<file path="config.mk">
export PLATFORM = sky130hd
export DESIGN_NAME = fairy_muldiv_ctrl
export DESIGN_NICKNAME = d
export VERILOG_FILES = /design/src/rtl/fairy_muldiv_ctrl_pkg.sv /design/src/rtl/fairy_div_step.sv /design/src/rtl/fairy_muldiv_ctrl.sv
export SDC_FILE = /design/constraint.sdc
export NUM_CORES = 2
export LEC_CHECK = 0
export BUFFER_PORTS_ARGS = -buffer_cell sky130_fd_sc_hd__buf_2
export CAP_MARGIN = 20
export CORE_UTILIZATION = 50
export CTS_CLUSTER_DIAMETER = 50
export DETAILED_ROUTE_END_ITERATION = 8
export GPL_ROUTABILITY_DRIVEN = 0
export GPL_TIMING_DRIVEN = 0
export PLACE_DENSITY_LB_ADDON = 0.3
export SLEW_MARGIN = 10
export SYNTH_ARGS = -nofsm -noshare
export SYNTH_HDL_FRONTEND = slang
export SYNTH_HIERARCHICAL = 1
export SYNTH_SLANG_ARGS = --single-unit
export TNS_END_PERCENT = 100
</file>
<file path="constraint.sdc">
create_clock -name clk -period 10.6 [get_ports clk]
set_clock_uncertainty 0.15 [all_clocks]
set_input_delay 1.59 -clock clk [delete_from_list [all_inputs] [get_ports clk]]
set_output_delay 1.59 -clock clk [all_outputs]
set_load 0.02 [all_outputs]
</file>
<file path="src/rtl/fairy_muldiv_ctrl_pkg.sv">
// Shared definitions for the fairy multiply/divide controller.
//   - MDU op encodings as presented on op_i
//   - controller state encodings and the typed state enum
//   - DIV_STEPS: number of restoring-divide iterations
//   - abs32: two's complement magnitude helper
package fairy_muldiv_ctrl_pkg;

  localparam logic [1:0] MDU_MULT  = 2'd0;
  localparam logic [1:0] MDU_MULTU = 2'd1;
  localparam logic [1:0] MDU_DIV   = 2'd2;
  localparam logic [1:0] MDU_DIVU  = 2'd3;

  localparam logic [1:0] MDU_IDLE     = 2'd0;
  localparam logic [1:0] MDU_MUL_WAIT = 2'd1;
  localparam logic [1:0] MDU_DIV_ITER = 2'd2;
  localparam logic [1:0] MDU_FIN      = 2'd3;

  localparam int unsigned DIV_STEPS = 32;

  typedef enum logic [1:0] {
    StIdle    = MDU_IDLE,
    StMulWait = MDU_MUL_WAIT,
    StDivIter = MDU_DIV_ITER,
    StFin     = MDU_FIN
  } mdu_state_e;

  function automatic logic [31:0] abs32(input logic [31:0] v);
    return v[31] ? (32'd0 - v) : v;
  endfunction

endpackage

</file>
<file path="src/rtl/fairy_div_step.sv">
// One restoring-divide step (combinational).
//   rem_i : partial remainder (always < div_i)
//   quo_i : quotient/dividend shift register; its MSB is the next dividend bit
//   div_i : divisor magnitude
//   rem_o : next partial remainder
//   quo_o : quotient register shifted left with the new quotient bit in bit 0
module fairy_div_step (
  input  logic [31:0] rem_i,
  input  logic [31:0] quo_i,
  input  logic [31:0] div_i,
  output logic [31:0] rem_o,
  output logic [31:0] quo_o
);

  logic [32:0] shifted;
  logic        fits;
  logic [31:0] diff;

  always_comb begin
    shifted = {rem_i, quo_i[31]};
    fits    = shifted >= {1'b0, div_i};
    // When it fits the difference is below the divisor, so 32 bits are enough.
    diff    = shifted[31:0] - div_i;
    if (fits) begin
      rem_o = diff;
      quo_o = {quo_i[30:0], 1'b1};
    end else begin
      rem_o = shifted[31:0];
      quo_o = {quo_i[30:0], 1'b0};
    end
  end

endmodule

</file>
<file path="src/rtl/fairy_muldiv_ctrl.sv">
// HI/LO owner and multiply/divide sequencer beside the execute stage.
//
// Ports:
//   clk, reset          clock, synchronous active-high reset
//   start_i, op_i       issue request; op 0=MULT 1=MULTU 2=DIV 3=DIVU
//   src_a_i, src_b_i    rs (dividend) / rt (divisor) operands
//   flush_i             writeback exception, cancels any in-flight op
//   hilo_we_i/sel_i/wdata_i  writeback MTHI/MTLO write (sel 0=LO 1=HI)
//   rd_req_i            MFHI/MFLO in execute
//   busy_o, stall_o     op in flight; read stall (rd_req_i & busy_o)
//   hi_o, lo_o          HI/LO registers
//
// Parameter MUL_LAT (1..7): cycles the registered product waits in MUL_WAIT.
// Build option FAIRY_DIV_EARLY_EXIT_EN: divides with a zero divisor or a
// dividend magnitude below the divisor magnitude skip the iteration phase.
module fairy_muldiv_ctrl #(
  parameter int unsigned MUL_LAT = 2
) (
  input  logic        clk,
  input  logic        reset,
  input  logic        start_i,
  input  logic [1:0]  op_i,
  input  logic [31:0] src_a_i,
  input  logic [31:0] src_b_i,
  input  logic        flush_i,
  input  logic        hilo_we_i,
  input  logic        hilo_sel_i,
  input  logic [31:0] hilo_wdata_i,
  input  logic        rd_req_i,
  output logic        busy_o,
  output logic        stall_o,
  output logic [31:0] hi_o,
  output logic [31:0] lo_o
);

  import fairy_muldiv_ctrl_pkg::*;

  mdu_state_e  state_q, state_d;
  logic [4:0]  cnt_q, cnt_d;
  // acc_hi holds the partial remainder / product high half,
  // acc_lo the quotient shift register / product low half.
  logic [31:0] acc_hi_q, acc_hi_d;
  logic [31:0] acc_lo_q, acc_lo_d;
  logic [31:0] divisor_q, divisor_d;
  logic [31:0] dividend_q, dividend_d;
  logic        q_neg_q, q_neg_d;
  logic        r_neg_q, r_neg_d;
  logic        dbz_q, dbz_d;
  logic [31:0] hi_q, hi_d;
  logic [31:0] lo_q, lo_d;

  logic        accept;
  logic        op_signed;
  logic        op_is_div;
  logic [31:0] mag_a, mag_b;
  logic [63:0] ext_a, ext_b, prod;
  logic        early_exit;
  logic [31:0] step_rem, step_quo;
  logic        fin_we;
  logic [31:0] fin_hi, fin_lo;

  // Operand preparation for the accept cycle.
  always_comb begin
    op_signed = (op_i == MDU_MULT) || (op_i == MDU_DIV);
    op_is_div = (op_i == MDU_DIV) || (op_i == MDU_DIVU);
    mag_a     = op_signed ? abs32(src_a_i) : src_a_i;
    mag_b     = op_signed ? abs32(src_b_i) : src_b_i;
    // Sign/zero extension to 64 bits makes one truncated multiply serve both ops.
    ext_a     = {(op_signed ? {32{src_a_i[31]}} : 32'd0), src_a_i};
    ext_b     = {(op_signed ? {32{src_b_i[31]}} : 32'd0), src_b_i};
    prod      = ext_a * ext_b;
  end

`ifdef FAIRY_DIV_EARLY_EXIT_EN
  assign early_exit = (mag_b == 32'd0) || (mag_a < mag_b);
`else
  assign early_exit = 1'b0;
`endif

  assign accept = start_i & (state_q == StIdle) & ~flush_i;

  fairy_div_step u_div_step (
    .rem_i (acc_hi_q),
    .quo_i (acc_lo_q),
    .div_i (divisor_q),
    .rem_o (step_rem),
    .quo_o (step_quo)
  );

  // Next-state logic.
  always_comb begin
    state_d    = state_q;
    cnt_d      = cnt_q;
    acc_hi_d   = acc_hi_q;
    acc_lo_d   = acc_lo_q;
    divisor_d  = divisor_q;
    dividend_d = dividend_q;
    q_neg_d    = q_neg_q;
    r_neg_d    = r_neg_q;
    dbz_d      = dbz_q;

    unique case (state_q)
      StIdle: begin
        if (accept) begin
          if (op_is_div) begin
            acc_hi_d   = 32'd0;
            acc_lo_d   = mag_a;
            divisor_d  = mag_b;
            dividend_d = src_a_i;
            q_neg_d    = op_signed & (src_a_i[31] ^ src_b_i[31]);
            r_neg_d    = op_signed & src_a_i[31];
            dbz_d      = (src_b_i == 32'd0);
            cnt_d      = 5'(DIV_STEPS - 1);
            if (early_exit) begin
              // Quotient 0, remainder |a|; the sign fix restores the signed dividend.
              acc_hi_d = mag_a;
              acc_lo_d = 32'd0;
              state_d  = StFin;
            end else begin
              state_d  = StDivIter;
            end
          end else begin
            acc_hi_d = prod[63:32];
            acc_lo_d = prod[31:0];
            q_neg_d  = 1'b0;
            r_neg_d  = 1'b0;
            dbz_d    = 1'b0;
            cnt_d    = 5'(MUL_LAT - 1);
            state_d  = StMulWait;
          end
        end
      end
      StMulWait: begin
        if (cnt_q == 5'd0) begin
          state_d = StFin;
        end else begin
          cnt_d = cnt_q - 5'd1;
        end
      end
      StDivIter: begin
        acc_hi_d = step_rem;
        acc_lo_d = step_quo;
        if (cnt_q == 5'd0) begin
          state_d = StFin;
        end else begin
          cnt_d = cnt_q - 5'd1;
        end
      end
      StFin: begin
        state_d = StIdle;
      end
      default: begin
        state_d = StIdle;
      end
    endcase

    if (flush_i && (state_q != StIdle)) begin
      state_d = StIdle;
    end
  end

  // Result formatting and HI/LO write-port arbitration.
  always_comb begin
    fin_we = (state_q == StFin) & ~flush_i;
    if (dbz_q) begin
      fin_hi = dividend_q;
      fin_lo = 32'hFFFF_FFFF;
    end else begin
      fin_hi = r_neg_q ? (32'd0 - acc_hi_q) : acc_hi_q;
      fin_lo = q_neg_q ? (32'd0 - acc_lo_q) : acc_lo_q;
    end

    hi_d = hi_q;
    lo_d = lo_q;
    if (hilo_we_i && hilo_sel_i) begin
      hi_d = hilo_wdata_i;
    end else if (fin_we) begin
      hi_d = fin_hi;
    end
    if (hilo_we_i && !hilo_sel_i) begin
      lo_d = hilo_wdata_i;
    end else if (fin_we) begin
      lo_d = fin_lo;
    end
  end

  always_ff @(posedge clk) begin
    if (reset) begin
      state_q    <= StIdle;
      cnt_q      <= 5'd0;
      acc_hi_q   <= 32'd0;
      acc_lo_q   <= 32'd0;
      divisor_q  <= 32'd0;
      dividend_q <= 32'd0;
      q_neg_q    <= 1'b0;
      r_neg_q    <= 1'b0;
      dbz_q      <= 1'b0;
      hi_q       <= 32'd0;
      lo_q       <= 32'd0;
    end else begin
      state_q    <= state_d;
      cnt_q      <= cnt_d;
      acc_hi_q   <= acc_hi_d;
      acc_lo_q   <= acc_lo_d;
      divisor_q  <= divisor_d;
      dividend_q <= dividend_d;
      q_neg_q    <= q_neg_d;
      r_neg_q    <= r_neg_d;
      dbz_q      <= dbz_d;
      hi_q       <= hi_d;
      lo_q       <= lo_d;
    end
  end

  assign busy_o  = (state_q != StIdle);
  assign stall_o = rd_req_i & busy_o;
  assign hi_o    = hi_q;
  assign lo_o    = lo_q;

endmodule

</file>
==> summary by stage <==
Drt
In the final routed layout, each cell accounts on average for 26.43 um. After detailed routing, the number of vias per cell comes to 5.865. In the routed design, unresolved DRC markers number 0.

The first routing iteration left 5,856 violations. In this run the remaining antenna-violating nets after routing total 0. The final layout contains routed wiring with a total length of 234,100 um. The pre-antenna-repair detailed-routing pass consisted of 6 iterations. Detailed routing inserted a total of 51.96k vias.

Timing
Summed over all failing endpoints, the final setup total negative slack is 0 ns. The time the final worst path needs with I/O delays and setup is 10.58 ns. The period utilization is 99.78%. The headroom to the max-slew limit is 13.07%. The highest attainable clock frequency is 0.09454 GHz.

The transition at the pin with the smallest max-transition slack is 1.288 ns. The number of pins with negative max-slew slack in the final report is 0. The final count of hold timing violations is 0. The tightest hold path in the finished design has a slack of 0.3030 ns.

The number of setup violations in the final report is 0.

Critical path
The most numerous cell type found on the critical path is fa_1. The critical path capture point type is a flip-flop. The kind of start point of the critical path is an input pin. The peak fanout along the critical path is 10. The path type of the worst setup path is in2reg. STA puts the critical path data arrival time at 10.81 ns. At the worst endpoint, the required time is 10.83 ns. The highest-delay cell along the critical path is clkbuf_1.

The total buffers and inverters traversed by the critical path is 10. The category of cells accounting for the largest share of critical-path delay is adder cells. In this design, the stage delay of the slowest critical-path cell is 0.71 ns.

Global routing
Entering global routing, the biggest net connects 22 pins. The number of global-route vias before repair is 53.57k. The first global-routing pass estimated 344,800 um of wire.

In the global route stage, overall resource usage came out at 37.64%. The number of antenna violations at the first check in global routing was 16. The total overflow reported by the global router is 0.

Yosys
In the synthesized netlist, the number of instances is 7,018. In this run the mean area of a mapped cell was 8.848 um^2. The number of enable-type register cells in the synthesized netlist is 0. The Yosys step of the flow raised 6 warnings. The most used standard cell by instance count after synthesis is inv_1. The commonest cells after synthesis are inv_1 (1,588), fa_1 (1,420), nand2_1 (823). The fraction of synthesis flops using an asynchronous set or reset pin is 0%. The mapped netlist covers 0.06209 mm^2.

Counting every net in the synthesized netlist gives 8,893. The biggest area contributor in the post-synthesis netlist is fa_1. The portion of synthesized cell area occupied by the leading cell type is 45.78%. After synthesis, the cell types taking the most area are fa_1 (46%), inv_1 (9.6%), ha_1 (7.1%). In this run, synthesis produced a sequential element count of 202. In the synthesized netlist the dominant register cell turns out to be dfxtp_1.

The number of different library cells used by synthesis comes to 90. After synthesis, flip-flops and latches occupy 6.513% of the total area.

Clock network
TritonCTS built the clock tree. The number of hold buffers added after CTS was 0. The insertion delay of the later-clocked pin in the worst-skew pair is 0.55 ns. Buffers inserted during clock tree synthesis total 25. CTS saw 202 sinks. No sink is reached through more buffers than the 3 on the longest clock path. CTS built an H-tree with a depth of 1. The clock transition at the register clock pins on the worst setup and hold paths after CTS is 0.06 ns. The tree is rooted in a clkbuf_16.

Floorplan
In this run the count of I/O pins placed on the die edge is 171. From bottom edge to top edge, the die measures 354.4 um. The initial standard-cell utilization of the core is 50.68%. The floorplan step defined a core boundary enclosing 0.1225 mm^2.

The number of placement rows is 128. The die is 354.4 um wide. The floorplan step defined a die boundary enclosing 0.1256 mm^2.

Placement
The total of buffers placed on input and output ports is 133. Summed over all nets, the half-perimeter wirelength after detailed placement is 199,400 um.

Finish
The area occupied by registers is 0.004044 mm^2. The footprint of the multi-input gates is 0.05076 mm^2. The net count of the finished layout is 9,073. Counting the fill cells in the layout gives 11.13k. In the final layout, the share of cells above drive strength 1 is 8.510%. The area growth from synthesis to layout is 7.955%.

Worst hold path
The min-delay analysis places its worst path in the category reg2reg.

Job
The number of max-cap violations is 0.

Outcome
The run finished with clean final reports.
[timing repair]
action	CTS	global route
gates resized for setup	170	217
setup endpoints to repair	31	25
pin swaps	23	38
buffers inserted	21	12
[registers in the layout (all words and copies together) (netlist names)]
register    cells
acc_hi_q       32
acc_lo_q       32
dividend_q     32
divisor_q      32
hi_o           32
lo_o           32
cnt_q           5
state_q         2
dbz_q           1
q_neg_q         1
r_neg_q         1
[worst paths after layout]
path,depth (start not counted),start,slack [ns],end
setup / recovery,31,src_b_i[22],0.02,acc_hi_q[8]
hold / removal,2,dividend_q[6],0.30,dividend_q[6]
setup reg to reg,17,acc_hi_q[10],5.82,acc_hi_q[25]
hold reg to reg,2,dividend_q[6],0.30,dividend_q[6]
[kinds of logic (layout without fill, tap and decap cells)]
family	after synthesis	in the layout	synth area share (%)
XOR/XNOR	242	242	3.470
buffers and inverters	2045	2242	12.65
adder cells (fa/ha/maj)	1773	1773	52.88
AND/OR/NAND/NOR	1913	1913	15.15
multiplexers	45	45	0.8383
AO/OA/AOI/OAI	798	798	8.495
flip-flops	202	202	6.513
other	0	19	0
[through the flow]
stage,instance area (um^2),instances,utilization (%),worst slack [ns]
after global routing,66990,8842,54.68,-0.01174
after detailed placement,65120,8798,53.15,-2.919
after floorplan,62100,7018,-,0.01786
after CTS,66450,8838,54.23,0.0008189
final,67030,8859,54.71,0.02283
after global placement,64800,8776,52.89,-3.472
[placed cells by master (no fill, tap or decap), types with 42 or more instances in the layout]
master / instances
a211oi_1: 101
a21o_1: 47
a21oi_1: 204
dfxtp_1: 202
nand2_1: 818
o21ai_0: 123
xnor2_1: 128
buf_4: 66
clkbuf_2: 81
clkbuf_1: 216
and2_1: 584
nor2_1: 221
buf_2: 152
nor3_1: 52
xor2_1: 108
fa_1: 1378
ha_1: 330
inv_1: 1573
fa_2: 42
[layer usage]
layer,vias up,track usage [%],share of wire [%]
met5,-,0,0.056
met3,869,12.82,14
li1,21510,-,-
met1,25930,46.06,35
met4,12,25.59,8.4
met2,3633,56.18,42
[tightest hold or removal path, cell delays in order, from the launching register on]
cell     delay (ns)
dfxtp_1        0.31
nand2_1        0.05
a21oi_1        0.05
[area by class of cell]
class	instances	area share, %
multi-input combinational	4771	75.73
inverter	1590	8.916
sequential	202	6.033
buffer	419	3.065
tap	1625	3.033
timing repair buffer	189	1.943
clock buffer	31	0.9818
clock inverter	13	0.2277
antenna	19	0.07093
Power is not shown: default switching activity piles up to over one toggle a cycle in this logic, so the estimate is an artifact.
